### config.mk
export PLATFORM = sky130hd
export DESIGN_NAME = tt_um_logarithmic_afpm
export DESIGN_NICKNAME = d
export VERILOG_FILES = /design/src/rtl/tt_um_logarithmic_afpm.sv
export SDC_FILE = /design/constraint.sdc
export NUM_CORES = 1
export LEC_CHECK = 0
export CAP_MARGIN = 30
export CELL_PAD_IN_SITES_DETAIL_PLACEMENT = 1
export CELL_PAD_IN_SITES_GLOBAL_PLACEMENT = 1
export CORE_MARGIN = 3
export CORE_UTILIZATION = 41
export DETAILED_ROUTE_END_ITERATION = 10
export GPL_ROUTABILITY_DRIVEN = 0
export PLACE_DENSITY = 0.84
export REMOVE_ABC_BUFFERS = 1
export SYNTH_ARGS = -nofsm -noshare
export SYNTH_HDL_FRONTEND = slang
export SYNTH_SLANG_ARGS = --single-unit
### constraint.sdc
create_clock -name clk -period 4.49 [get_ports clk]
set_input_delay 0.898 -clock clk [delete_from_list [all_inputs] [get_ports clk]]
set_output_delay 0.898 -clock clk [all_outputs]
set_load 0.1 [all_outputs]
### src/rtl/tt_um_logarithmic_afpm.sv
// -----------------------------------------------------------------------------
// tt_um_logarithmic_afpm
//   Approximate FP16 (binary16) multiplier based on Mitchell's logarithmic
//   approximation. Operands arrive byte-serially (low byte first) on ui_in (A)
//   and uio_in (B) in a fixed frame of 2*BYTE_CYCLES clocks. The product is
//   registered at the end of the frame and shown on uo_out during the next
//   frame: low byte for the first BYTE_CYCLES clocks, high byte for the rest.
//
//   Build option: define LOG_CORR_EN to add the partial-product correction
//   term ma[9:5]*mb[9:5] when the fraction sum does not carry.
//
// Ports
//   clk      in   system clock, rising edge
//   rst_n    in   synchronous active-low reset
//   ena      in   design select (ignored)
//   ui_in    in   [7:0] operand A byte
//   uio_in   in   [7:0] operand B byte
//   uo_out   out  [7:0] result byte
//   uio_out  out  [7:0] tied 0
//   uio_oe   out  [7:0] tied 0 (uio pins are inputs)
// -----------------------------------------------------------------------------
module tt_um_logarithmic_afpm #(
  parameter int BYTE_CYCLES = 2
) (
  input  logic       clk,
  input  logic       rst_n,
  input  logic       ena,
  input  logic [7:0] ui_in,
  input  logic [7:0] uio_in,
  output logic [7:0] uo_out,
  output logic [7:0] uio_out,
  output logic [7:0] uio_oe
);

  localparam int FRAME = 2 * BYTE_CYCLES;
  localparam int CW    = (FRAME > 1) ? $clog2(FRAME) : 1;
  localparam logic [CW-1:0] LO_LAST = CW'(BYTE_CYCLES - 1);
  localparam logic [CW-1:0] HI_LAST = CW'(FRAME - 1);

  logic [CW-1:0] cnt_q, cnt_d;
  logic [7:0]    a_lo_q, a_lo_d;
  logic [7:0]    b_lo_q, b_lo_d;
  logic [15:0]   result_q, result_d;

  // ena carries no meaning for this block
  logic unused_ena;
  assign unused_ena = ena;

  assign uio_out = 8'h00;
  assign uio_oe  = 8'h00;

  // ---------------------------------------------------------------------------
  // Multiplier datapath (combinational on the full operands at high-byte time)
  // ---------------------------------------------------------------------------
  logic [15:0]        op_a, op_b, prod;
  logic [4:0]         ea, eb;
  logic [9:0]         ma, mb;
  logic               sgn;
  logic               nan_a, nan_b, inf_a, inf_b, zero_a, zero_b;
  logic signed [16:0] s;
`ifdef LOG_CORR_EN
  logic [9:0]         corr;
`endif

  assign op_a = {ui_in,  a_lo_q};
  assign op_b = {uio_in, b_lo_q};

  always_comb begin
    ea     = op_a[14:10];
    eb     = op_b[14:10];
    ma     = op_a[9:0];
    mb     = op_b[9:0];
    sgn    = op_a[15] ^ op_b[15];
    nan_a  = (ea == 5'd31) && (ma != 10'd0);
    nan_b  = (eb == 5'd31) && (mb != 10'd0);
    inf_a  = (ea == 5'd31) && (ma == 10'd0);
    inf_b  = (eb == 5'd31) && (mb == 10'd0);
    // subnormals are flushed, so any zero exponent counts as zero
    zero_a = (ea == 5'd0);
    zero_b = (eb == 5'd0);

    // Log-domain add: exponent/fraction fields added as one fixed-point
    // number, minus the bias (15 << 10).
    s = $signed({2'b00, op_a[14:0]}) + $signed({2'b00, op_b[14:0]}) - 17'sh3C00;
`ifdef LOG_CORR_EN
    corr = 10'(ma[9:5]) * 10'(mb[9:5]);
    // correction only applies when the fraction sum stays below 1.0
    if (({1'b0, ma} + {1'b0, mb}) < 11'd1024)
      s = s + $signed({7'b0, corr});
`endif

    if (nan_a || nan_b)
      prod = 16'h7E00;
    else if ((inf_a && zero_b) || (inf_b && zero_a))
      prod = 16'h7E00;
    else if (inf_a || inf_b)
      prod = {sgn, 15'h7C00};
    else if (zero_a || zero_b)
      prod = {sgn, 15'h0000};
    else if (s <= 17'sh003FF)
      prod = {sgn, 15'h0000};          // underflow: exponent <= 0
    else if (s >= 17'sh07C00)
      prod = {sgn, 15'h7C00};          // overflow to Inf
    else
      prod = {sgn, s[14:0]};
  end

  // ---------------------------------------------------------------------------
  // Frame sequencing
  // ---------------------------------------------------------------------------
  always_comb begin
    cnt_d    = (cnt_q == HI_LAST) ? '0 : cnt_q + 1'b1;
    a_lo_d   = a_lo_q;
    b_lo_d   = b_lo_q;
    result_d = result_q;
    if (cnt_q == LO_LAST) begin
      a_lo_d = ui_in;
      b_lo_d = uio_in;
    end
    if (cnt_q == HI_LAST)
      result_d = prod;
  end

  always_ff @(posedge clk) begin
    if (!rst_n) begin
      cnt_q    <= '0;
      a_lo_q   <= 8'h00;
      b_lo_q   <= 8'h00;
      result_q <= 16'h0000;
    end else begin
      cnt_q    <= cnt_d;
      a_lo_q   <= a_lo_d;
      b_lo_q   <= b_lo_d;
      result_q <= result_d;
    end
  end

  assign uo_out = (cnt_q < CW'(BYTE_CYCLES)) ? result_q[7:0] : result_q[15:8];

endmodule

==> flow_metrics.env, run 1 <==
export IMPL_drv_slew=0
export IMPL_final_cells=401
export IMPL_end_kind="flip-flop"
export IMPL_fmaxAchievable_mhz=252
export IMPL_yosysTopAreaCell="dfxtp_1"
export IMPL_avgSynthCellArea_um2=8.91
export IMPL_cts_root_buf="clkbuf_8"
export IMPL_start_util=0.439
export IMPL_areaGrowthSynthToFinish_pct=13.2
export IMPL_powerDensity_mw_per_mm2=321
export IMPL_finalClockSkew_ps=5.03
export IMPL_drv_cap=0
export IMPL_postCtsSetupBuffers=0
export IMPL_drive_gt1_frac=0.0828
export IMPL_cts_clk_slew_worst_paths_ps=70
export IMPL_post_place_cells=393
export IMPL_ys_ff_latch=34
export IMPL_cts_tree="yes"
export IMPL_rsz0062_at_grt="no"
export IMPL_holdWs_ps=469
export IMPL_finalCriticalPeriod_ps=3970
export IMPL_p_leak_nw=1.31
export IMPL_antenna_found_initial=0
export IMPL_num_vias=2305
export IMPL_total_power_mw=0.976
export IMPL_status="complete, no violations"
export IMPL_antenna_left=0
export IMPL_fin_nets=376
export IMPL_io_buffers=25
export IMPL_yosysSeqAreaShare=0.253
export IMPL_syn_inst=302
export IMPL_post_cts_resized=0
export IMPL_die_height_um=87
export IMPL_worst_pin_slew_ps=1000
export IMPL_worst_slack_ps=523
export IMPL_synth_common_cells="dfxtp_1 (34), ha_1 (31), nor2b_1 (19)"
export IMPL_clkLatencyLatePin_ps=280
export IMPL_grt_total_usage=0.201
export IMPL_critPathRequiredTime_ps=4710
export IMPL_hold_viol_final=0
export IMPL_tritoncts_num_buffers=5
export IMPL_detail_route_wl_per_cell_um=18.2
export IMPL_drcViolationCount=0
export IMPL_grt_overflow=0
export IMPL_vdd_ir_drop_max_mv=0.168
export IMPL_grt_max_degree=27
export IMPL_synth_distinct_cells=54
export IMPL_clk_path_buf_depth=2
export IMPL_arrival_ps=4190
export IMPL_netlist_area_mm2=0.00269
export IMPL_ys_warn_count=0
export IMPL_ff2ff_path_depth=12
export IMPL_min_period_over_period=0.883
export IMPL_die_area_mm2=0.00757
export IMPL_crit_path_max_fanout=9
export IMPL_hold_depth=1
export IMPL_grt_pass1_wl_um=11900
export IMPL_synth_area_leaders="dfxtp_1 (25%), ha_1 (14%), mux2i_1 (6.0%), buf_4 (5.0%), nor2b_1 (4.4%)"
export IMPL_critPathLaunchType="input port"
export IMPL_synth_most_common_cell="dfxtp_1"
export IMPL_io_pins=43
export IMPL_synth_edf_count=0
export IMPL_setup_violations_final=0
export IMPL_min_path_type="reg -> reg"
export IMPL_async_reset_ff_frac=0
export IMPL_grt_pass1_vias=2370
export IMPL_dp_hpwl_um=5690
export IMPL_pre_cts_slack_ps=270
export IMPL_cts_max_level=2
export IMPL_tns_ps=0
export IMPL_synth_main_ff_cell="dfxtp_1"
export IMPL_clock_sinks=34
export IMPL_routed_wl_um=7300
export IMPL_crit_type="in -> reg"
export IMPL_slew_headroom=0.332
export IMPL_synth_top_area_frac=0.253
export IMPL_antenna_cells=0
export IMPL_drt_iter0_markers=64
export IMPL_cts_hold_buf=0
export IMPL_viasPerCell=5.75
export IMPL_die_w_um=87
export IMPL_num_rows=28
export IMPL_first_pass_iters=4
export IMPL_core_mm2=0.00613
## flip-flops by register name (all words and copies together) (netlist names)
signal    cells
cnt_q         2
b_lo_q        8
result_q     16
a_lo_q        8
## per-stage QoR
| stage | utilization | instance area (um^2) |
|---|---|---|
| 6_report | 0.497 | 3050 |
| 5_1_grt | 0.497 | 3050 |
| 4_1_cts | 0.497 | 3050 |
| 3_5_place_dp | 0.479 | 2940 |
| 3_3_place_gp | 0.479 | 2940 |
| 2_1_floorplan | - | 2560 |
## cell usage in the layout, fill, tap and decap left out, types with 2 or more instances in the layout
master	count
a21boi_0	3
a21o_1	2
a21oi_1	16
a21oi_2	2
a22o_1	9
a31oi_1	2
and2_1	2
and3_1	5
buf_4	4
clkbuf_1	2
clkbuf_8	5
clkdlybuf4s50_1	25
conb_1	16
dfxtp_1	34
ha_1	31
inv_1	12
mux2_2	8
mux2i_1	16
nand2_1	11
nand2b_1	6
nand3_1	8
nand4_1	2
nor2_1	15
nor2b_1	19
nor3_1	2
nor3b_1	5
nor4_1	4
o211ai_1	6
o211ai_2	2
o21ai_0	8
o22ai_1	6
or4_1	3
or4b_1	2
xnor2_1	9
xor2_1	5
## final timing paths
kind                  start  slack, ps     endpoint
setup / recovery   ui_in[1]        520  result_q[2]
hold / removal     cnt_q[0]        470     cnt_q[0]
setup reg to reg  a_lo_q[1]       1130  result_q[2]
hold reg to reg    cnt_q[0]        470     cnt_q[0]
## layer usage
layer | vias up | wire, um | global-route usage
li1 | 1118 | - | -
met1 | 1121 | 3430 | 0.267
met2 | 56 | 3460 | 0.337
met3 | 10 | 295 | 0.0426
met4 | 0 | 106 | 0.0397
met5 | - | 0 | 0
## power by group
group / internal (mW) / total [mW] / switching, mW
registers: 0.322 / 0.343 / 0.0214
logic: 0.130 / 0.362 / 0.232
clock network: 0.166 / 0.271 / 0.105
total: 0.618 / 0.976 / 0.358
## kinds of logic after synthesis
kind of cell	synth area share
DFF	0.253
and+or+nand+nor	0.182
other	0.00139
adders and majority gates	0.152
xor gates and xnor gates	0.0456
muxes	0.0930
buffers and inverters	0.0842
AOI/OAI and AO/OA	0.189
## worst max-delay path: stages
cell and delay (ps):
clkdlybuf4s50_1 500, ha_1 360, ha_1 380, o21ai_0 220, o21bai_2 150, a2111oi_0 490
o211ai_2 220, a41oi_1 290, and4_1 450, a22o_1 210
## area by class of cell
class                   instances  area, um^2
multi-input cells             243        1840
well taps                      75        93.8
clock buffers                   7        76.3
clock inverters                 1        30.0
flip-flops and latches         34         681
fillers                       739        3090
inverters                      12        45.0
repair buffers                 29         280
(Power assumes the default switching activity.)
==> run 2: changes to the inputs <==
--- a/config.mk
+++ b/config.mk
@@ -8,7 +8,6 @@
 export CAP_MARGIN = 30
 export CELL_PAD_IN_SITES_DETAIL_PLACEMENT = 1
 export CELL_PAD_IN_SITES_GLOBAL_PLACEMENT = 1
-export CORE_MARGIN = 3
 export CORE_UTILIZATION = 41
 export DETAILED_ROUTE_END_ITERATION = 10
 export GPL_ROUTABILITY_DRIVEN = 0
==> flow_metrics.env, run 2 (synthesis results as in run 1) <==
export IMPL_die_w_um=83
export IMPL_startpoint="ui_in[2]"
export IMPL_min_path_type="reg -> reg"
export IMPL_grt_max_degree=27
export IMPL_slew_headroom=0.353
export IMPL_routed_wl_um=7150
export IMPL_viasPerCell=5.66
export IMPL_setup_violations_final=0
export IMPL_ff2ff_path_depth=12
export IMPL_finalClockSkew_ps=6.19
export IMPL_finalCriticalPeriod_ps=4030
export IMPL_p_comb_frac=0.388
export IMPL_num_rows=29
export IMPL_p_leak_nw=1.31
export IMPL_num_vias=2292
export IMPL_clkLatencyLatePin_ps=290
export IMPL_end_kind="flip-flop"
export IMPL_tritoncts_num_buffers=5
export IMPL_cts_clk_slew_worst_paths_ps=70
export IMPL_endpoint="result_q[0]"
export IMPL_grt_pass1_wl_um=12000
export IMPL_ff2ff_setup_slack_ps=1160
export IMPL_die_height_um=83
export IMPL_arrival_ps=4260
export IMPL_drv_cap=0
export IMPL_largest_reg_flops=16
export IMPL_antenna_cells=0
export IMPL_vdd_ir_drop_max_mv=0.205
export IMPL_powerDensity_mw_per_mm2=308
export IMPL_holdWs_ps=457
export IMPL_grt_pass1_vias=2395
export IMPL_worst_pin_slew_ps=967
export IMPL_cpMaxStageDelayCell="a2111oi_0"
export IMPL_antenna_left=0
export IMPL_crit_type="in -> reg"
export IMPL_start_util=0.424
export IMPL_top_register="result_q"
export IMPL_rsz0062_at_grt="no"
export IMPL_top_regs="result_q (16), a_lo_q (8), b_lo_q (8)"
export IMPL_drcViolationCount=0
export IMPL_clock_sinks=34
export IMPL_mostFrequentLayoutCells="dfxtp_1 (34), ha_1 (31), clkdlybuf4s50_1 (25)"
export IMPL_status="complete, no violations"
export IMPL_antenna_found_initial=0
export IMPL_total_power_mw=0.940
export IMPL_clk_path_buf_depth=2
export IMPL_p_sw_frac=0.387
export IMPL_clockPowerShare=0.248
export IMPL_core_mm2=0.00635
export IMPL_fmaxAchievable_mhz=248
export IMPL_first_pass_iters=4
export IMPL_seqPwrFrac=0.364
export IMPL_drv_slew=0
export IMPL_areaGrowthSynthToFinish_pct=13.3
export IMPL_grt_total_usage=0.215
export IMPL_io_buffers=25
export IMPL_min_period_over_period=0.897
export IMPL_crit_path_cell_trace="clkdlybuf4s50_1 > inv_1 > ha_1 > inv_1 > ha_1 > o21ai_0 > o21bai_2 > a2111oi_0 > o211ai_2 > a41oi_1 > and4_1 > a22o_1"
export IMPL_grt_overflow=0
export IMPL_p_int_mw=0.576
export IMPL_r2r_end="result_q[0]"
export IMPL_dp_hpwl_um=5580
export IMPL_drt_iter0_markers=87
export IMPL_worstHoldStart="cnt_q[0]"
export IMPL_r2r_start="a_lo_q[1]"
export IMPL_switchingPower_mw=0.363
export IMPL_postCtsSetupBuffers=0
export IMPL_tns_ps=0
export IMPL_io_pins=43
export IMPL_crit_path_max_fanout=9
export IMPL_detail_route_wl_per_cell_um=17.7
export IMPL_cts_hold_buf=0
export IMPL_critPathLaunchType="input port"
export IMPL_critPathMaxStageDelay_ps=560
export IMPL_die_area_mm2=0.00689
export IMPL_cts_root_buf="clkbuf_8"
export IMPL_post_cts_resized=0
export IMPL_hold_viol_final=0
export IMPL_critPathRequiredTime_ps=4720
export IMPL_final_common_cell="dfxtp_1"
export IMPL_cts_tree="yes"
export IMPL_drive_gt1_frac=0.0915
export IMPL_cts_max_level=2
export IMPL_fin_nets=378
## run 2: changes by cell type in the layout (fill, tap and decap cells not counted), sizes merged
| cell | delta |
|---|---|
| buf | +2 |
| bufinv | -1 |
| clkinv | +1 |
## run 2: worst min path at each step
stage / end / cells past startpoint
floorplan: cnt_q[0] / 1
global placement: cnt_q[0] / 1
detailed placement: cnt_q[0] / 1
CTS: cnt_q[0] / 1
global route: cnt_q[0] / 1
finish: cnt_q[0] / 1
## run 2: routing by layer
layer	GRT usage	wire, um
met5	0	0
met2	0.379	3570
met4	0.0596	114
met3	0.0368	195
met1	0.268	3270
## run 2: final cells by class
type / instances / area (um^2)
multi-input cells: 243 / 1840
clock buffers: 7 / 86.3
repair buffers: 31 / 295
well taps: 77 / 96.3
inverters: 12 / 45.0
flip-flops and latches: 34 / 681
clock inverters: 1 / 5.00
fillers: 755 / 3300
## run 2: critical path: cells and delay by family
kind	cells	cell delay, ps
compound gates	6	1560
buf+inv	3	680
fa+ha+maj	2	670
simple gates	1	450
## run 2: power groups by stage
stage	Clock [mW]	Combinational (mW)	Sequential [mW]
after global routing	0.256	0.393	0.345
after floorplan	0	0.268	0.341
final	0.233	0.364	0.342
after global placement	0	0.346	0.348
after detailed placement	0	0.358	0.349
after CTS	0.238	0.364	0.342
## run 2: per-stage QoR
step	instances	instance area (um^2)	setup WS, ps	utilization
6_report	405	3050	462	0.480
5_1_grt	405	3050	241	0.480
4_1_cts	405	3050	456	0.480
3_5_place_dp	397	2960	170	0.466
3_3_place_gp	397	2960	339	0.466
2_1_floorplan	289	2560	1080	-
